$ cat src/rtl/exponent_normalize_left.sv
// exponent_normalize_left
// Sequential left-normalizer for single-precision mantissa/exponent pairs.
// Each cycle in SHIFT moves the mantissa left one place and decrements the
// exponent, until the hidden bit is set, the mantissa is zero, or the exponent
// floor is reached. Upstream and downstream use valid/ready handshakes.
//
// Build option: define EXP_NORM_DENORM_EN to make the exponent floor produce
// a denormal (the partially shifted mantissa, exponent 0). When it is not
// defined, the floor flushes the result to zero with the sign preserved.
module exponent_normalize_left #(
    parameter int MANT_W = 24,
    parameter int EXP_W  = 8
) (
    input  logic              clk,
    input  logic              rst_n,
    input  logic              in_valid,
    output logic              in_ready,
    input  logic              in_sign,
    input  logic [EXP_W-1:0]  in_exp,
    input  logic [MANT_W-1:0] in_mant,
    output logic              out_valid,
    input  logic              out_ready,
    output logic              out_sign,
    output logic [EXP_W-1:0]  out_exp,
    output logic [MANT_W-1:0] out_mant,
    output logic              out_zero,
    output logic              out_underflow
);

`ifdef EXP_NORM_DENORM_EN
    localparam bit DENORM_EN = 1'b1;
`else
    localparam bit DENORM_EN = 1'b0;
`endif

    localparam logic [EXP_W-1:0] EXP_ONE = {{(EXP_W-1){1'b0}}, 1'b1};

    typedef enum logic [1:0] {
        IDLE  = 2'd0,
        SHIFT = 2'd1,
        DONE  = 2'd2
    } state_t;

    state_t state;

    // Working copy of the operand while it is being normalized
    logic              sign_w;
    logic [EXP_W-1:0]  exp_w;
    logic [MANT_W-1:0] mant_w;

    logic mant_is_zero;
    logic hidden_set;
    logic at_floor;
    logic do_shift;

    assign mant_is_zero = (mant_w == '0);
    assign hidden_set   = mant_w[MANT_W-1];
    assign at_floor     = (exp_w <= EXP_ONE);
    assign do_shift     = (state == SHIFT) && !mant_is_zero && !hidden_set && !at_floor;

    // Operand working registers: load on accept, shift/decrement while normalizing
    always_ff @(posedge clk) begin
        if (state == IDLE && in_valid) begin
            sign_w <= in_sign;
            exp_w  <= in_exp;
            mant_w <= in_mant;
        end else if (do_shift) begin
            mant_w <= {mant_w[MANT_W-2:0], 1'b0};
            exp_w  <= exp_w - EXP_ONE;
        end
    end

    // Control FSM with registered handshake and result outputs
    always_ff @(posedge clk or negedge rst_n) begin
        if (!rst_n) begin
            state         <= IDLE;
            in_ready      <= 1'b1;
            out_valid     <= 1'b0;
            out_sign      <= 1'b0;
            out_exp       <= '0;
            out_mant      <= '0;
            out_zero      <= 1'b0;
            out_underflow <= 1'b0;
        end else begin
            case (state)
                IDLE: begin
                    if (in_valid) begin
                        state    <= SHIFT;
                        in_ready <= 1'b0;
                    end
                end
                SHIFT: begin
                    if (mant_is_zero) begin
                        state         <= DONE;
                        out_valid     <= 1'b1;
                        out_sign      <= sign_w;
                        out_exp       <= '0;
                        out_mant      <= '0;
                        out_zero      <= 1'b1;
                        out_underflow <= 1'b0;
                    end else if (hidden_set) begin
                        // Already normalized: exponent passes through, even when 0
                        state         <= DONE;
                        out_valid     <= 1'b1;
                        out_sign      <= sign_w;
                        out_exp       <= exp_w;
                        out_mant      <= mant_w;
                        out_zero      <= 1'b0;
                        out_underflow <= 1'b0;
                    end else if (at_floor) begin
                        // Exponent floor reached before the hidden bit appeared
                        state         <= DONE;
                        out_valid     <= 1'b1;
                        out_sign      <= sign_w;
                        out_exp       <= '0;
                        out_mant      <= DENORM_EN ? mant_w : '0;
                        out_zero      <= !DENORM_EN;
                        out_underflow <= 1'b1;
                    end
                end
                DONE: begin
                    if (out_ready) begin
                        state     <= IDLE;
                        out_valid <= 1'b0;
                        in_ready  <= 1'b1;
                    end
                end
                default: begin
                    state     <= IDLE;
                    out_valid <= 1'b0;
                    in_ready  <= 1'b1;
                end
            endcase
        end
    end

endmodule

$ cat config.mk
export PLATFORM = sky130hd
export DESIGN_NAME = exponent_normalize_left
export DESIGN_NICKNAME = d
export VERILOG_FILES = /design/src/rtl/exponent_normalize_left.sv
export SDC_FILE = /design/constraint.sdc
export NUM_CORES = 1
export LEC_CHECK = 0
export BUFFER_PORTS_ARGS = -buffer_cell sky130_fd_sc_hd__buf_4
export CAP_MARGIN = 20
export CORE_AREA = 2 2 76 78
export CTS_CLUSTER_SIZE = 16
export DETAILED_ROUTE_END_ITERATION = 10
export DIE_AREA = 0 0 78 80
export PLACE_DENSITY = 0.86
export SYNTH_ARGS = -nofsm -noshare
export SYNTH_HDL_FRONTEND = slang
export SYNTH_SLANG_ARGS = --single-unit
$ cat constraint.sdc
create_clock -name clk -period 7.7 [get_ports clk]
set_input_delay 0.77 -clock clk [delete_from_list [all_inputs] [get_ports clk]]
set_output_delay 0.77 -clock clk [all_outputs]
set_load 0.1 [all_outputs]
==> impl_summary.md, run 1 <==
Logic synthesis
The Yosys step of the flow raised 0 warnings. Each instance of the synthesized netlist takes up on average about 15 um2. Counting distinct cell types in the post-synthesis netlist gives 31. The cell area after synthesis is approximately 3000 um2. The sequential-to-total area share from yosys stat is 0.651.

The flip-flop and latch count after synthesis is slightly above 70. The synthesized net count is roughly 250. The number of instances in the synthesized netlist is 208.

Worst setup path
On the critical path, the stage with the largest delay is an instance of or4_4. The worst register-to-register path has a setup slack of about 5.3 ns. The startpoint of the most critical register-to-register path is exp_w[4]$_DFFE_PP_. The worst reg2reg path endpoint is mant_w[7]$_DFFE_PP_. The maximum fanout count along the critical path is 24.

The worst setup path is of the reg -> reg kind. By instance count, the cell type seen most on the critical path is or4_4. STA classifies the critical path endpoint as a flop.

The endpoint required time on the critical path is approximately 7.8 ns. The critical path launch point type is a flop. The critical path crosses 5 cells after its start point. Data on the critical path arrives at its endpoint at between 2 and 3 ns. The cell family with the largest share of critical-path delay is simple AND/OR/NAND/NOR gates. The number of buffers and inverters on the critical path is 1. For the worst flop-to-flop path, the logic depth is 5. The critical path goes through or4_4, or4_4, o211ai_4, o21bai_2, buf_4.

The worst stage delay on the critical path is around 0.55 ns.

Detailed routing
The final route contains 2,064 vias. The total length of routed wires is about 6400 um. In the routed design, unresolved DRC markers number 0. The post-detailed-route count of antenna-violating nets is 0. The first TritonRoute pass finished after 4 iterations. The first routing iteration left between 150 and 200 violations. In the final routed layout, each cell accounts on average for around 18 um. After detailed routing, the number of vias per cell comes to roughly 5.7.

STA
The number of setup violations in the final report is 0. The total negative setup slack is 0 ns. Static timing analysis puts the maximum clock frequency at about 410 MHz.

The clock skew after layout is ~0.0082 ns. The final hold violation count was 0. The transition at the pin with the smallest max-transition slack is approximately 0.53 ns. The minimum setup slack in the final design is 5.25 ns. Setup repair after global routing left no endpoint under its margin.

Measured against its own limit, the worst slew margin works out to 0.649. The max-slew violation total from the final report is 0. After layout, the minimum clock period comes to around 2.4 ns.

The share of the clock period used by the worst path after layout is 0.318. The worst-case hold slack is a little over 0.4 ns.

Clock network
The buffer count from post-CTS setup fixing is 0. At the later pin of the worst-skew pair, clock insertion delay measures 0.33 ns. The CTS sink count is about 70. The clock passes through at most 2 buffers. The clock tree from TritonCTS is yes. The tree is rooted in a clkbuf_8. The number of gates resized after CTS is 0. Clock-pin slew was measured on the worst setup and hold paths at about 0.070 ns.

In this run the number of H-tree levels came out at 3. TritonCTS created 9 clock buffers. The hold-fix buffer count after cts is 0.

Final layout
The proportion of layout cells with a drive suffix above 1 is 0.417. The library cell used most frequently in the layout, excluding fill and tap cells, is buf_4. The top cell types in the final layout, fill and taps aside, are buf_4 (76), dfrtp_1 (38), edfxtp_1 (33). The number of nets in the layout is 324.

The synthesis-to-finish area growth is 25.4%. The end-of-flow core utilization is 0.701. The count of antenna diodes in the layout is 0.

GRT
The total routing resource utilization after global routing is 0.225. The final global-route overflow total is 0. The first global-routing pass estimated ~10,000 um of wire. The number of global-route vias before repair is roughly 2,000. The pin count of the biggest net entering global routing is 44. The initial antenna violation count was 0.

Floorplan
74 I/O pins were placed. The die span in x is slightly below 80 um. The number of placement rows is 27. The initial utilization of the core area, before any placement, comes to 0.559. The die covers between 6000 and 7000 um2. The die boundary height is 80 um. The total core area is between 5000 and 6000 um2.

Place
The last weighted congestion value of the routability-driven placer is about 0.8. Timing analysis after detailed placement gives a worst setup slack of around 5.2 ns. Detailed placement finished with a half-perimeter wire length of around 4400 um. The number of buffers added on ports is 73.

Min path
The class of the most critical hold timing path is in -> async.

Run status
The flow ran to the end, and the final reports show no timing, DRC or antenna violations.

Run
The total of max-cap violations is 0.
per-stage QoR:
stage                     cell area, um2  std cells
after floorplan                     3020        208
after global placement              3620        346
after detailed placement            3620        346
after CTS                           3790        362
after global routing                3790        362
final                               3790        362
logic make-up after synthesis:
| family | after synthesis | synth area share |
|---|---|---|
| adders and majority gates | 2 | 0.00828 |
| DFF | 72 | 0.651 |
| and+or+nand+nor | 36 | 0.0646 |
| AOI/OAI and AO/OA | 52 | 0.135 |
| muxes | 24 | 0.0907 |
| xor gates and xnor gates | 6 | 0.0174 |
| buffers and inverters | 16 | 0.0323 |
synthesized netlist by cell type:
cell	instances	area, um2
o211ai_4	1	21.3
xnor2_1	5	43.8
o22a_1	1	8.76
inv_1	6	22.5
ha_1	2	25.0
edfxtp_1	33	991
dfstp_2	1	26.3
a21o_1	1	7.51
mux2_2	23	259
clkbuf_1	5	18.8
xor2_1	1	8.76
a22o_1	29	254
nor2_1	8	30.0
or4_4	2	22.5
nor4_1	7	43.8
and2b_1	1	7.51
o31ai_1	1	7.51
a21oi_1	3	15.0
nand2_4	1	11.3
nor3b_1	2	15.0
dfrtp_1	38	951
nand2_1	11	41.3
a22o_2	2	20.0
or3_1	1	6.26
o21ai_0	12	60.1
o21bai_1	2	15.0
nand4_1	1	6.26
nor3_1	1	5.00
buf_6	5	56.3
and2_1	1	6.26
mux2_4	1	15.0
area by class of cell:
type	count	area, um2
Inverter	6	22.5
Multi-Input combinational cell	120	967
Tap cell	72	90.1
Timing Repair Buffer	76	571
Sequential cell	72	1970
Fill cell	382	1620
Clock buffer	16	170
how the worst max path moves through the flow:
| stage | from | endpoint | slack [ns] |
|---|---|---|---|
| 6_report | exp_w[4]$_DFFE_PP_ | mant_w[7]$_DFFE_PP_ | 5.25 |
| 5_1_grt | exp_w[3]$_DFFE_PP_ | mant_w[9]$_DFFE_PP_ | 5.14 |
| 3_5_place_dp | in_valid | mant_w[13]$_DFFE_PP_ | 5.18 |
| 2_1_floorplan | exp_w[0]$_DFFE_PP_ | exp_w[0]$_DFFE_PP_ | 4.74 |
| 4_1_cts | exp_w[4]$_DFFE_PP_ | mant_w[9]$_DFFE_PP_ | 5.25 |
| 3_3_place_gp | in_valid | mant_w[12]$_DFFE_PP_ | 5.23 |
layer usage:
metal  up-vias  GRT usage  wire [um]
met1      1014      0.326       2850
met3         9     0.0430        393
li1        953          -          -
met2        88      0.334       3070
met5         -          0          0
met4         0     0.0947        104
sequential cells by signal, indices dropped and copies added (netlist names):
name	cells
out_mant	24
out_underflow	1
in_ready	1
exp_w	8
sign_w	1
out_exp	8
out_zero	1
out_valid	1
mant_w	24
state	2
out_sign	1
Power of run 1 is left out: the tool's default activity adds up to more than one toggle a clock period on the data nets, which glitch-free logic cannot reach.
==> inputs of run 2 (changes only) <==
--- a/config.mk
+++ b/config.mk
@@ -7,11 +7,11 @@
 export LEC_CHECK = 0
 export BUFFER_PORTS_ARGS = -buffer_cell sky130_fd_sc_hd__buf_4
 export CAP_MARGIN = 20
-export CORE_AREA = 2 2 76 78
+export CORE_AREA = 2 2 83 85
 export CTS_CLUSTER_SIZE = 16
 export DETAILED_ROUTE_END_ITERATION = 10
-export DIE_AREA = 0 0 78 80
-export PLACE_DENSITY = 0.86
+export DIE_AREA = 0 0 85 87
+export PLACE_DENSITY = 0.77
 export SYNTH_ARGS = -nofsm -noshare
 export SYNTH_HDL_FRONTEND = slang
 export SYNTH_SLANG_ARGS = --single-unit
==> constraint.sdc (replaced) <==
create_clock -name clk -period 2.1 [get_ports clk]
set_input_delay 0.21 -clock clk [delete_from_list [all_inputs] [get_ports clk]]
set_output_delay 0.21 -clock clk [all_outputs]
set_load 0.1 [all_outputs]
==> impl_summary.md, run 2 (synthesis gave the netlist of run 1 again) <==
Run status
The run finished, with violations left. The final reports fail on setup timing.

Floorplan
The die span in x is 85 um. The die area is about 7400 um2. From bottom edge to top edge, the die measures approximately 87 um. The starting density of the core is 0.460.

The total core area is approximately 6600 um2. The I/O pin count is between 70 and 80. Row generation in the floorplan step produced 30 rows.

Worst setup path
The data arrival time of the worst path is between 2 and 2.5 ns. Traced cell by cell, the critical path runs through or4_4, or4_4, o211ai_4, nand2_4, buf_12, a22o_1. The most numerous cell type found on the critical path is or4_4. The endpoint required time on the critical path is 2.32 ns.

Counting cells, the worst reg-to-reg path comes to 6. Of all nets on the critical path, the largest fanout is 27. The critical path launch point type is a flop. The worst reg2reg path endpoint is out_mant[5]$_DFFE_PN0P_.

The largest single stage delay on the critical path is ~0.56 ns. The critical path in this run is classified as reg -> reg. Setup slack on the worst reg-to-reg path comes out at -0.05 ns. The buffering stage count on the worst path with inverters included is 1. The cell family with the largest share of critical-path delay is simple AND/OR/NAND/NOR gates.

The startpoint of the most critical register-to-register path is exp_w[5]$_DFFE_PP_. The slowest stage of the critical path is the or4_4 cell. STA classifies the critical path endpoint as a flop.

GRT
Entering global routing, the biggest net connects 40 pins. The global-route wire length before repair is around 10,000 um. The final global-route overflow total is 0. In the global route stage, overall resource usage came out at 0.182. The initial antenna violation count is 0. The number of global-route vias before repair was 1,968.

Min path
The class of the most critical hold timing path is in -> reg. The startpoint identified for the worst hold timing path is in_sign. The worst hold path terminates at sign_w$_DFFE_PP_. The number of cells on the worst hold path is 1.

Final layout
The end-of-flow core utilization is 0.620. After the flow finishes, the layout carries non-filler instances totaling 389. In the layout the commonest cells are buf_4 (89), dfrtp_1 (38), edfxtp_1 (33). In the final layout, the share of cells above drive strength 1 is 0.466. Compared with the post-synthesis result, the final layout area differs by 34.8%.

The most frequent standard cell in the layout excluding fill and tap cells is buf_4. The final layout contains about 340 nets. The count of antenna diodes in the layout is 0. In the final layout, the registers with the most flip-flops are mant_w x24, out_mant x24.

Detailed routing
The post-detailed-route count of antenna-violating nets is 0. The count of routing violations after the opening detailed-route iteration is between 90 and 100. For this block, the routed nets add up to between 6000 and 7000 um of wire.

The detailed-route via count is about 2,100. Using the TritonRoute via totals, the vias-per-cell ratio works out to between 5 and 6. The highest metal layer carrying signal wires in the routed design is met4. In the final routed layout, each cell accounts on average for around 17 um. The DRC violation count after routing is 0. In the final routing, the length of wire on met1 measures between 3000 and 4000 um. The routed design uses 3220 um of met2 wire. The detailed-routed wire length on met3 is ~320 um. The first-pass iteration count of the detailed router is 4.

Clock network
The clock tree from TritonCTS is yes. After clock tree synthesis, the clock-pin slew on the worst setup and hold paths is 0.08 ns. The maximum count of clock buffers along a single path is 2. The clock buffer count from CTS is 9. The root buffer cell chosen for the clock tree is clkbuf_8. The H-tree was split into 3 levels. The clock drives 72 sinks. The insertion delay to the later sink of the worst-skew pair is between 0.3 and 0.4 ns.

STA
The final hold violation count is 0. The minimum clock period is between 2 and 2.5 ns. The number of setup violations in the final report is 57. Setup repair after global routing could not meet its margin everywhere. Headroom to the max-slew limit came out at 0.660. At the pin with the least slew margin, the transition time is between 0.5 and 0.6 ns.

In the finished design, the share of the clock period the worst path needs comes to 1.02. The max-slew violation total from the final report came to 0. The clock arrives with between 0.008 and 0.009 ns of skew. The upper clock frequency limit is 465 MHz. The minimum setup slack in the final design is -0.0508 ns.

Place
The number of buffers added on ports is 73. The detailed-placement wirelength estimate is 4510 um. Counting tap cells, the placed design contains a total of 366 instances. Routability-driven placement finished with a final weighted congestion of just under 0.8.

Run
The total of max-cap violations is 0.
-- run 2: cell types whose count changed in the layout (fill, tap and decap cells not counted), sizes merged --
cell and delta:
clkbuf -6, inv +1, clkinv +1, bufinv +3, buf +17, dlygate4sd3 +1, clkinvlp +2
-- run 2: layout make-up --
class / instances / area, um2
multi-input combinational: 120 / 975
sequential: 72 / 1970
fill: 493 / 2490
tap: 80 / 100
clock buffer: 9 / 124
inverter: 6 / 22.5
clock inverter: 7 / 119
timing repair buffer: 95 / 766
-- run 2: per-stage QoR --
step | hold slack, ns | worst slack [ns] | instance area [um2] | TNS, ns
detailed placement | 0.214 | -0.0343 | 3750 | -0.708
CTS | 0.0376 | -0.0300 | 4030 | -0.177
global placement | 0.211 | 0.0221 | 3750 | 0
global route | 0.0319 | -0.0994 | 4070 | -3.69
finish | 0.0500 | -0.0508 | 4070 | -1.27
floorplan | -0.0856 | -0.0292 | 3030 | -0.935
-- run 2: what timing repair did --
action                     CTS  global route
gates resized for setup      0             1
gates cloned                 0             2
hold endpoints to repair    38             0
buffers inserted             3             1
hold buffers                 1             0
setup endpoints to repair   58            65
-- run 2: metal layers --
layer,GRT usage,vias to the layer above
li1,-,979
met1,0.254,1022
met2,0.277,72
met3,0.0360,6
met4,0.0866,0
met5,0,-
-- run 2: how the worst max path moves through the flow --
stage | end | slack, ns | startpoint | cells past startpoint
floorplan | exp_w[0]$_DFFE_PP_ | -0.03 | exp_w[5]$_DFFE_PP_ | 4
global placement | out_mant[8]$_DFFE_PN0P_ | 0.02 | exp_w[5]$_DFFE_PP_ | 6
detailed placement | out_mant[2]$_DFFE_PN0P_ | -0.03 | exp_w[5]$_DFFE_PP_ | 6
CTS | out_mant[5]$_DFFE_PN0P_ | -0.03 | exp_w[5]$_DFFE_PP_ | 6
global route | out_mant[5]$_DFFE_PN0P_ | -0.1 | exp_w[5]$_DFFE_PP_ | 6
finish | out_mant[5]$_DFFE_PN0P_ | -0.05 | exp_w[5]$_DFFE_PP_ | 6
Power of run 2 is left out for the same reason.
==> inputs of run 3 (changes only) <==
--- a/config.mk
+++ b/config.mk
@@ -5,12 +5,13 @@
 export SDC_FILE = /design/constraint.sdc
 export NUM_CORES = 1
 export LEC_CHECK = 0
-export BUFFER_PORTS_ARGS = -buffer_cell sky130_fd_sc_hd__buf_4
+export ABC_AREA = 1
+export BUFFER_PORTS_ARGS = -buffer_cell sky130_fd_sc_hd__buf_2
 export CAP_MARGIN = 20
-export CORE_AREA = 2 2 83 85
+export CORE_AREA = 2 2 85 87
 export CTS_CLUSTER_SIZE = 16
 export DETAILED_ROUTE_END_ITERATION = 10
-export DIE_AREA = 0 0 85 87
+export DIE_AREA = 0 0 87 89
 export PLACE_DENSITY = 0.77
 export SYNTH_ARGS = -nofsm -noshare
 export SYNTH_HDL_FRONTEND = slang
==> impl_summary.md, run 3 <==
Detailed routing
The vias per cell is approximately 5.0. The post-detailed-route wirelength per cell is 14.2 um. In this run, the number of DRC markers left after iteration 0 of detailed routing was 223. The highest layer touched by signal routing is met4. The post-detailed-route count of antenna-violating nets is 0. The wire length on met2 is around 3700 um.

The detailed router put a total of about 3200 um of wire on met1. Detailed routing placed a total of 336 um of wire on met3. The first TritonRoute pass finished after 4 iterations. Summed over all layers, the routed wires come to ~7300 um. The detailed router placed ~2,600 vias in this run.

The DRC violation count after routing is 0.

Logic synthesis
Measured against the total synthesized area, the mux share comes to 0. After synthesis the netlist holds a flip-flop and latch count of 72. The number of nets handed over by synthesis was ~390. The area fraction of the dominant cell type after synthesis is 0.311.

The biggest area contributor in the post-synthesis netlist is edfxtp_1. Yosys attributes the largest share of cell area to edfxtp_1 (31%), dfrtp_1 (30%), nand2_1 (20%). The sequential-to-total area share from yosys stat is 0.617.

The adder and majority cell fraction of the synthesized area is 0.00785. Of the total synthesized cell area, the portion taken by XOR and XNOR cells is 0.00549. The most used flip-flop cell after synthesis is dfrtp_1. The share of synthesized registers carrying an async set or reset is 0.542. The dominant cell by count in the synthesized netlist is nand2_1.

By count the netlist is led by nand2_1 (169), dfrtp_1 (38), nand3_1 (38), edfxtp_1 (33), nor2_1 (24). Synthesis produced between 300 and 400 cells. The total number of yosys warnings is 0. The compound-gate portion of the synthesized area is 0.0255. In this run the cell area of the synthesized design comes to about 3200 um2. In this run, synthesis inferred 33 flip-flops with an integrated enable. The average cell area after synthesis is 8.98 um2. The count of different cell masters after synthesis is 23. The simple-gate area share of the yosys netlist is 0.299. After synthesis, the largest family of logic cells by area is simple AND/OR/NAND/NOR gates.

GRT
The number of global-route vias before repair is around 2,500. Entering global routing, the biggest net connects 40 pins. The final global-route overflow total is 0.

The global-route wire length before repair is about 12,000 um. The initial antenna violation count was 0. In the global route stage, overall resource usage came out at 0.204.

Final layout
In the final design database the tool counted 470 nets. The synthesis-to-finish area growth is 19.9%. The end-of-flow core utilization is 0.569. In the final layout, the registers with the most flip-flops are mant_w x24, out_mant x24. Leaving out fill and tap cells, the most frequent cell in the layout is nand2_1. The count of antenna diodes in the layout is 0. The library cells used most frequently in the layout, excluding fill and tap cells, are nand2_1 (169), buf_2 (73), nand3_1 (38), dfrtp_1 (38), edfxtp_1 (33). The proportion of layout cells with a drive suffix above 1 is 0.229.

STA
The total negative setup slack is 0 ns. The clock period could shrink to around 1.9 ns. In the finished design, the share of the clock period the worst path needs comes to 0.897. Setup repair after global routing left no endpoint under its margin. The upper clock frequency limit is approximately 530 MHz.

Setup violations remaining at the end of the flow were counted as 0. The clock skew after layout is about 0.0086 ns. The relative slew slack is 0.411.

The max-slew violation total from the final report is 0. The transition at the pin with the smallest max-transition slack is 0.884 ns. The tightest hold path in the finished design has a slack of -0.0236 ns. The final hold violation count is 15.

Worst setup path
The critical path is of the reg -> reg type. At the worst endpoint, the arrival time is 1.92 ns. The worst setup path is launched from a flop. For the worst setup path, the data required time is around 2.1 ns. The reg2reg setup slack is between 0.2 and 0.25 ns.

In this run the worst path has a maximum fanout of 21. The category of the worst setup path capture point is a flop.

Clock network
The number of H-tree levels is 3. TritonCTS built the clock tree. No sink is reached through more buffers than the 2 on the longest clock path.

Clock tree synthesis found a total of 72 sinks. The post-CTS clock slew at the launch and capture registers of the worst setup and hold paths is roughly 0.08 ns. The root buffer cell chosen for the clock tree is clkbuf_8. Clock tree synthesis inserted a total of 9 buffers.

The later pin in the worst-skew pair is clocked with a latency of between 0.3 and 0.4 ns. The hold-fix buffer count after cts is 0.

Floorplan
The floorplan step set the die height to about 90 um. The starting density of the core is 0.475. In this run the standard cell core region covers ~6700 um2. The die covers just under 8000 um2.

The floorplan has 30 rows. The die span in x is between 80 and 90 um. During I/O placement, the number of pins put on the boundary was 74.

Min path
The path class of the tightest hold or removal check is in -> async.

Run
The total of max-cap violations is 0.

Place
Input and output buffers added on the ports amount to 73. At the end of routability-driven placement, the weighted congestion stood at approximately 0.92. The detailed-placement wirelength estimate is roughly 5000 um.

Run status
The flow ran to the end, but the final reports show violations. The final reports fail on hold timing.
[run 3: kinds of logic (layout without fill, tap and decap cells)]
kind of cell | Yosys count | count (layout)
AO/OA/AOI/OAI | 14 | 14
XOR/XNOR | 2 | 2
adder cells (fa/ha/maj) | 2 | 2
buffers and inverters | 29 | 110
flip-flops | 72 | 72
AND/OR/NAND/NOR | 236 | 236
[run 3: layout make-up]
class,count,area (um2)
multi-input cells,254,1090
inverters,13,48.8
repair buffers,81,429
flip-flops and latches,72,1970
well taps,80,100
fillers,593,2890
clock buffers,13,149
clock inverters,3,41.3
[run 3: final timing paths]
check,startpoint,to,cells past startpoint
min reg2reg,out_underflow$_DFFE_PN0P_,out_underflow$_DFFE_PN0P_,2
max in group asynchronous,rst_n,out_mant[1]$_DFFE_PN0P_,1
min in group clk,in_sign,sign_w$_DFFE_PP_,1
min,rst_n,out_mant[13]$_DFFE_PN0P_,1
max,exp_w[0]$_DFFE_PP_,mant_w[3]$_DFFE_PP_,7
max reg2reg,exp_w[0]$_DFFE_PP_,mant_w[3]$_DFFE_PP_,7
[run 3: per-stage QoR]
| step | worst slack [ns] | instance area, um2 | cells |
|---|---|---|---|
| global route | 0.0345 | 3820 | 516 |
| global placement | 0.270 | 3630 | 500 |
| floorplan | 0.0764 | 3200 | 355 |
| detailed placement | 0.149 | 3630 | 500 |
| finish | 0.216 | 3820 | 516 |
| CTS | 0.140 | 3820 | 516 |
[run 3: repair_timing]
action / CTS / global route
gates resized for setup: 0 / 1
hold endpoints to repair: 0 / 0
setup buffers: 0 / 0
endpoints found under the setup margin: 0 / 21
[run 3: metal layers]
layer  up-vias  GRT usage
li1       1287          -
met3        12     0.0369
met2        76      0.344
met4         0     0.0838
met1      1200      0.263
met5         -          0
[run 3: worst max-delay path, stage by stage (launching register included)]
cell and delay [ns]:
edfxtp_1 0.40, inv_1 0.08, ha_1 0.26, o21a_1 0.19
nand3_1 0.10, nand2_1 0.12, o21ai_4 0.18, buf_6 0.24
Power of run 3 is left out for the same reason.
